**src/rtl/mips_register_file_mp.sv**
```systemverilog
// mips_register_file_mp: multi-read-port register file with post-reset clear sweep; RF_SCOREBOARD_EN adds a pending-write scoreboard
module mips_register_file_mp #(
  parameter int AWL = 5,
  parameter int DWL = 32,
  parameter int NUM_RD = 2,
  parameter int RF_MODE = 0,
  parameter int ZERO_REG = 1
) (
  input  logic                  clk,
  input  logic                  rst,
  input  logic                  wen,
  input  logic [AWL-1:0]        WA,
  input  logic [DWL-1:0]        WD,
  input  logic [NUM_RD*AWL-1:0] RA,
  output logic [NUM_RD*DWL-1:0] RD,
  output logic                  ready
`ifdef RF_SCOREBOARD_EN
  ,
  input  logic                  res_en,
  input  logic [AWL-1:0]        res_addr,
  output logic [NUM_RD-1:0]     pend
`endif
);
  localparam int DEPTH = 2**AWL;
  typedef enum logic {CLEAR, RUN} state_t;
  state_t state, state_n;
  logic [AWL-1:0] ptr;
  logic [DWL-1:0] rf [DEPTH];
  logic clr, we;
  always_ff @(posedge clk)
    if (rst) begin
      state <= CLEAR;
      ptr <= '0;
    end else begin
      state <= state_n;
      ptr <= clr ? ptr + AWL'(1) : ptr;
    end
  always_comb state_n = (clr && &ptr) ? RUN : state;
  always_comb begin
    clr = state == CLEAR;
    ready = state == RUN;
    we = ready && wen && !(ZERO_REG != 0 && WA == '0);
  end
  always_ff @(posedge clk)
    if (!rst) begin
      if (clr) rf[ptr] <= '0;
      else if (we) rf[WA] <= WD;
    end
`ifdef RF_SCOREBOARD_EN
  logic [DEPTH-1:0] pbit;
  // set after clear so a same-cycle reserve of the written register wins
  always_ff @(posedge clk)
    if (rst) pbit <= '0;
    else if (ready) begin
      if (we) pbit[WA] <= 1'b0;
      if (res_en && !(ZERO_REG != 0 && res_addr == '0)) pbit[res_addr] <= 1'b1;
    end
`endif
  for (genvar i = 0; i < NUM_RD; i++) begin : g_rd
    logic [AWL-1:0] ra;
    logic zr;
    assign ra = RA[i*AWL +: AWL];
    assign zr = ZERO_REG != 0 && ra == '0;
`ifdef RF_SCOREBOARD_EN
    assign pend[i] = pbit[ra];
`endif
    if (RF_MODE == 0) begin : g_async
      assign RD[i*DWL +: DWL] = (clr || zr) ? '0 : rf[ra];
    end else begin : g_sync
      logic [DWL-1:0] rd_q;
      always_ff @(posedge clk)
        if (rst || clr || zr) rd_q <= '0;
        else rd_q <= (RF_MODE == 1 && we && WA == ra) ? WD : rf[ra];
      assign RD[i*DWL +: DWL] = rd_q;
    end
  end
endmodule

```
**config.mk**
```make
export PLATFORM = sky130hd
export DESIGN_NAME = mips_register_file_mp
export DESIGN_NICKNAME = d
export VERILOG_FILES = /design/src/rtl/mips_register_file_mp.sv
export SDC_FILE = /design/constraint.sdc
export NUM_CORES = 1
export LEC_CHECK = 0
export BUFFER_PORTS_ARGS = -buffer_cell sky130_fd_sc_hd__buf_2
export CORE_ASPECT_RATIO = 1.4
export CORE_MARGIN = 2
export CORE_UTILIZATION = 50
export DETAILED_ROUTE_END_ITERATION = 16
export GPL_TIMING_DRIVEN = 0
export HOLD_SLACK_MARGIN = 0.06
export PLACE_DENSITY_LB_ADDON = 0.12
export SYNTH_ARGS = -nofsm -noshare
export SYNTH_HDL_FRONTEND = slang
export SYNTH_SLANG_ARGS = --single-unit
```
**constraint.sdc**
```tcl
create_clock -name clk -period 4.2 [get_ports clk]
set_clock_uncertainty 0.1 [all_clocks]
set_input_delay 0.42 -clock clk [delete_from_list [all_inputs] [get_ports clk]]
set_output_delay 0.42 -clock clk [all_outputs]
set_load 0.02 [all_outputs]
```
# ---- Word level (Yosys, flattened, before mapping)
# Memory sizes are Yosys's and may differ from the RTL's.
# Index checks and enable logic that the tools add are counted.
dict set report totals {
  regBits 6
  mem_bits_rw 1024
  inputBits 50
  out_inout_bits 65
  wordCells 28
  mem_count 1
}
dict set report classes {
  n_addsub 1
  n_mux 12
  bitwise 1
  reduce_logical 11
}
# name words word_bits rd rd_ports_with_merged_regs write_ports line
set mem_list {}
lappend mem_list {rf 32 32 2 0 1 28} ;# logic [DWL-1:0] rf [DEPTH];
# op n
set ops {}
lappend ops {{$mux W32} 3}
lappend ops {{$reduce_or A32 Y1} 1}
lappend ops {{$logic_not A5 Y1} 3}
lappend ops {{$mux W1} 8}
lappend ops {{$add A5 B1 Y5 const B} 1}
lappend ops {{$mux W5} 1}
lappend ops {{$reduce_and A5 Y1} 1}
lappend ops {{$logic_and A1 B1 Y1} 3}
lappend ops {{$logic_or A1 B1 Y1} 2}
lappend ops {{$logic_not A1 Y1} 1}
lappend ops {{$not A1 Y1} 1}

# ---- Depth between registers and ports, before layout
dict set report logic_depth {
  ltp_word 9
  depth_mapped 9
  ltp_nobuf 5
}

# ---- Worst setup path before layout
# Ideal clock, no wire load.
dict set report synth_timing {
  path_type {reg-to-reg}
  start {register state, in the netlist ready}
  end {memory rf[26][0] (enable)}
  setup_time_ns 0.461
  arrival_ns 3.753
  slack_ns -0.114
  stages_incl_launch_ff 7
  n_path_buf 2
  path_cell_list {dfxtp_1 -> buf_4 -> nand3b_1 -> a21oi_1 -> buf_2 -> mux2_2 -> nor3_1}
}
dict set report synth_via {
  elab_chain_len 8
}
# element line
set synth_lines {}
lappend synth_lines {{start, declared} 26} ;# state_t state, state_n;
lappend synth_lines {{start signal, assigned} 35} ;# state <= state_n;
lappend synth_lines {{$logic_and A1 B1 Y1 (2 in a row)} 42} ;# we = ready && wen && !(ZERO_REG != 0 && WA == '0);
lappend synth_lines {{$mux W1} 47} ;# else if (we) rf[WA] <= WD;
lappend synth_lines {{$mux W1} 46} ;# if (clr) rf[ptr] <= '0;
lappend synth_lines {{$mux W1} 45} ;# if (!rst) begin
lappend synth_lines {{$mux W1 (not written as such)} 47}
lappend synth_lines {{$reduce_or A32 Y1 (no source line)} n/a}
lappend synth_lines {{$mux W5 (no source line) or $mux W1 (tied branches)} n/a}
lappend synth_lines {{end, declared} 28}
# Parallel ways exist; a longest one is shown, timed or not.

# ---- Worst setup path after layout
dict set report layout_timing {
  start {register state, in the netlist ready}
  end {output port RD[39]}
}
dict set report layout_via {
  elab_chain_len 3
}
# element line
set layout_lines {}
lappend layout_lines {{$not A1 Y1} 40} ;# clr = state == CLEAR;
lappend layout_lines {{$logic_or A1 B1 Y1} 68} ;# assign RD[i*DWL +: DWL] = (clr || zr) ? '0 : rf[ra];
lappend layout_lines {{$mux W32} 68}
lappend layout_lines {{end, declared} 15} ;# output logic [NUM_RD*DWL-1:0] RD,
# Every way passes these cells.

==> flow_metrics.tcl <==
set metrics [dict create \
    drc 0 \
    synth-edff-count 1024 \
    drtIter0Drc 4503 \
    grt_pass1_vias 32057 \
    cp_num_buf_inv 4 \
    dp_hpwl_um 130000 \
    core_area_mm2 0.0966 \
    syn-cell-area_mm2 0.0486 \
    max_slew.worst_pin.slew_ps 1380 \
    antenna_found_initial 8 \
    die_w_um 268 \
    async_flop_share_pct 0 \
    power_density_mw_per_mm2 391 \
    syn_avg_cell_area_um2 16.4 \
    max-slew-margin-rel_pct 7.77 \
    synth_cell_type_count 55 \
    area_growth_pct 13.3 \
    yosys_warnings 0 \
    cp-end-kind "output pin" \
    p_seq_share_pct 52.3 \
    worst-r2r-setup-slack_ps 160 \
    status "finished, final reports clean" \
    cap_violations 0 \
    first_pass_iters 6 \
    clock_sinks 1030 \
    switching_power_w 0.00486 \
    p_comb_share_pct 6.1 \
    clockBufferDepth 3 \
    ys_seq_area_share_pct 63.5 \
    layout.cells.non_filler 4621 \
    fmax_ghz 0.239 \
    setup_viol 0 \
    peakVddDrop_mv 0.349 \
    numCtsBuffers 98 \
    crit_slowest_cell "buf_1" \
    hold_viol 0 \
    placed_cells 4438 \
    port_buffers 110 \
    cp.required_ps 3680 \
    ys_ff_latch 1030 \
    start_util_pct 50.3 \
    min_path_type "in2reg" \
    synth_flop_cell "edfxtp_1" \
    grt_util_all_layers_pct 35.6 \
    fin_ws_ps 11.9 \
    syn-instance-count 2971 \
    path_clk_slew_ps 70 \
    worstSetupStartpointType "flip-flop" \
    dieHeight_um 373 \
    tritoncts "done" \
    crit_fanout 10 \
    power.leakage_nw 17.8 \
    dp_slack_ps -74.1 \
    htreeDepth 3 \
    ioPinCount 115 \
    path_class "reg2out" \
    via_per_inst 7.03 \
    fin_tns_setup_ps 0 \
    wl_per_cell_um 38.7 \
    cts_setup_buffers 0 \
    crit_family "buffers and inverters" \
    final_max_slew_viol_count 0 \
    layout-drive-gt1-share_pct 21.8 \
    path_cells "and3b_1, buf_2, nor2b_1, buf_2, buf_1, a22oi_1, nand4_1, buf_2" \
    fin_area_mm2 0.0551 \
    via_count 32463 \
    finalCritPeriodShare_pct 99.7 \
    grt-ovfl-total 0 \
    cts_root_buf "clkbuf_16" \
    worstSkewPairLatency_ps 700 \
    pwr-share-clk_pct 41.6 \
    p_int_w 0.0166 \
    syn_nets 3023 \
    p_sw_share_pct 22.6 \
    wl_um 179000 \
    gp_congestion 0.993 \
    dieArea_mm2 0.0998 \
    max_stage_delay_ps 710 \
    grt_start_max_net_pins 33 \
    grt_pass1_wl_um 244000 \
    rows 135 \
    worstPathArrival_ps 3670 \
    rsz0062_at_grt "no" \
    critPathMostFrequentCell "buf_2" \
    antenna_left 0 \
    placed_area_mm2 0.0519 \
    hold_buffers 0 \
    final_nets 3289 \
    min_period_ps 4190 \
]
-- cell type report --
class / count / area [um2]
clock inverters: 54 / 518
repair buffers: 166 / 1420
multi-input cells: 1700 / 16600
well taps: 1301 / 1630
plain buffers: 238 / 1380
clock buffers: 126 / 2620
flip-flops and latches: 1030 / 30900
inverters: 3 / 11.3
fillers: 7611 / 41600
diodes: 3 / 7.51
-- power groups by stage --
stage	clock, W	sequential, W	combinational [W]
after CTS	0.00894	0.0112	0.00130
after global routing	0.00930	0.0112	0.00133
after floorplan	0	0.0114	0.000791
after global placement	0	0.0115	0.00126
after detailed placement	0	0.0115	0.00130
final	0.00895	0.0112	0.00132
-- repair_timing --
action | 4_1_cts | 5_1_grt
pin swaps | 0 | 0
resized for setup | 8 | 12
endpoints found under the setup margin | 31 | 10
-- metrics by stage --
stage,util [%],hold slack [ps],total power [W]
6_report,57.0,138,0.0215
5_1_grt,57.0,152,0.0219
4_1_cts,57.0,83.6,0.0215
3_5_place_dp,53.7,501,0.0128
3_3_place_gp,52.6,483,0.0127
2_1_floorplan,-,452,0.0122
-- registers in the layout (all words and copies together), names as in the netlist --
name / cells
rf: 1024
ready: 1
ptr: 5
-- kinds of logic (layout without fill, tap and decap cells) --
group,after synthesis,count (layout),share of synthesized area (%)
XOR/XNOR,3,3,0.0541
adder cells (fa/ha/maj),2,2,0.0515
AO/OA/AOI/OAI,416,416,5.78
other,0,3,0
multiplexers,792,792,22.5
buffers and inverters,241,587,2.83
flip-flops,1030,1030,63.5
AND/OR/NAND/NOR,487,487,5.25
-- layout by cell type, fill, tap and decap left out, drive strengths merged, types with 8 or more instances in the layout --
cell	netlist	routed
edfxtp	1024	1024
mux2i	551	551
buf	146	312
mux4	238	238
clkbuf	92	218
a22oi	214	214
nand3	157	157
a21oi	133	133
nand2	104	104
nand4	65	65
nor2	42	42
clkinv	0	40
and3	38	38
and2	37	37
a31oi	28	28
a22o	19	19
nor3	10	10
bufinv	0	9
nor3b	8	8
-- worst reg2reg max path: stages, from the launching register on --
cell and delay (ps):
dfxtp_1 530, buf_4 310, nand3b_1 150, a21oi_1 280, buf_2 410, clkbuf_1 700
and2_1 1140
-- synthesized netlist by cell type, types with 2 or more instances --
| cell | number | area share, % |
|---|---|---|
| nand2_1 | 104 | 0.80 |
| a31oi_1 | 28 | 0.36 |
| mux4_2 | 225 | 10 |
| nor2_1 | 39 | 0.30 |
| buf_2 | 59 | 0.61 |
| a21oi_1 | 133 | 1.4 |
| ha_1 | 2 | 0.051 |
| inv_1 | 3 | 0.023 |
| and2_1 | 37 | 0.48 |
| o31a_1 | 3 | 0.054 |
| mux2i_1 | 551 | 11 |
| a22o_1 | 19 | 0.34 |
| buf_4 | 57 | 0.88 |
| or3_1 | 2 | 0.026 |
| nand4_1 | 65 | 0.84 |
| a32oi_1 | 7 | 0.13 |
| a21o_1 | 2 | 0.031 |
| nor2b_1 | 7 | 0.090 |
| mux2_2 | 3 | 0.069 |
| buf_1 | 6 | 0.046 |
| nor4b_1 | 3 | 0.054 |
| buf_6 | 24 | 0.56 |
| o21ba_2 | 2 | 0.041 |
| dfxtp_1 | 6 | 0.25 |
| nor2_2 | 2 | 0.026 |
| mux4_1 | 13 | 0.70 |
| clkbuf_1 | 90 | 0.69 |
| and4b_1 | 2 | 0.041 |
| a41oi_1 | 2 | 0.036 |
| nor3_1 | 9 | 0.093 |
| nand3b_1 | 3 | 0.046 |
| a22oi_1 | 214 | 3.3 |
| and3_1 | 38 | 0.49 |
| edfxtp_1 | 1024 | 63 |
| and3b_1 | 2 | 0.036 |
| xnor2_1 | 2 | 0.036 |
| nand2b_1 | 2 | 0.026 |
| o32a_1 | 2 | 0.041 |
| nor3b_1 | 7 | 0.11 |
| nand3_1 | 157 | 1.6 |
-- path summary, 6_finish.rpt --
kind | to | from | cells after the start
max | RD[39] | ready$_SDFFE_PP0P_ | 8
max reg2reg | rf[20][11]$_DFFE_PP_ | ready$_SDFFE_PP0P_ | 6
min reg2reg | ready$_SDFFE_PP0P_ | ptr[4]$_SDFFE_PP0N_ | 3
min | ready$_SDFFE_PP0P_ | rst | 3
-- routing by layer --
metal	GRT usage, %	vias up	share of wire (%)
met5	0	-	0.039
met4	16.5	12	5.1
met3	7.28	511	10
met2	58.7	2276	49
met1	45.4	16897	36
li1	-	12767	-
Note: power is estimated with default switching activity, not from simulation.
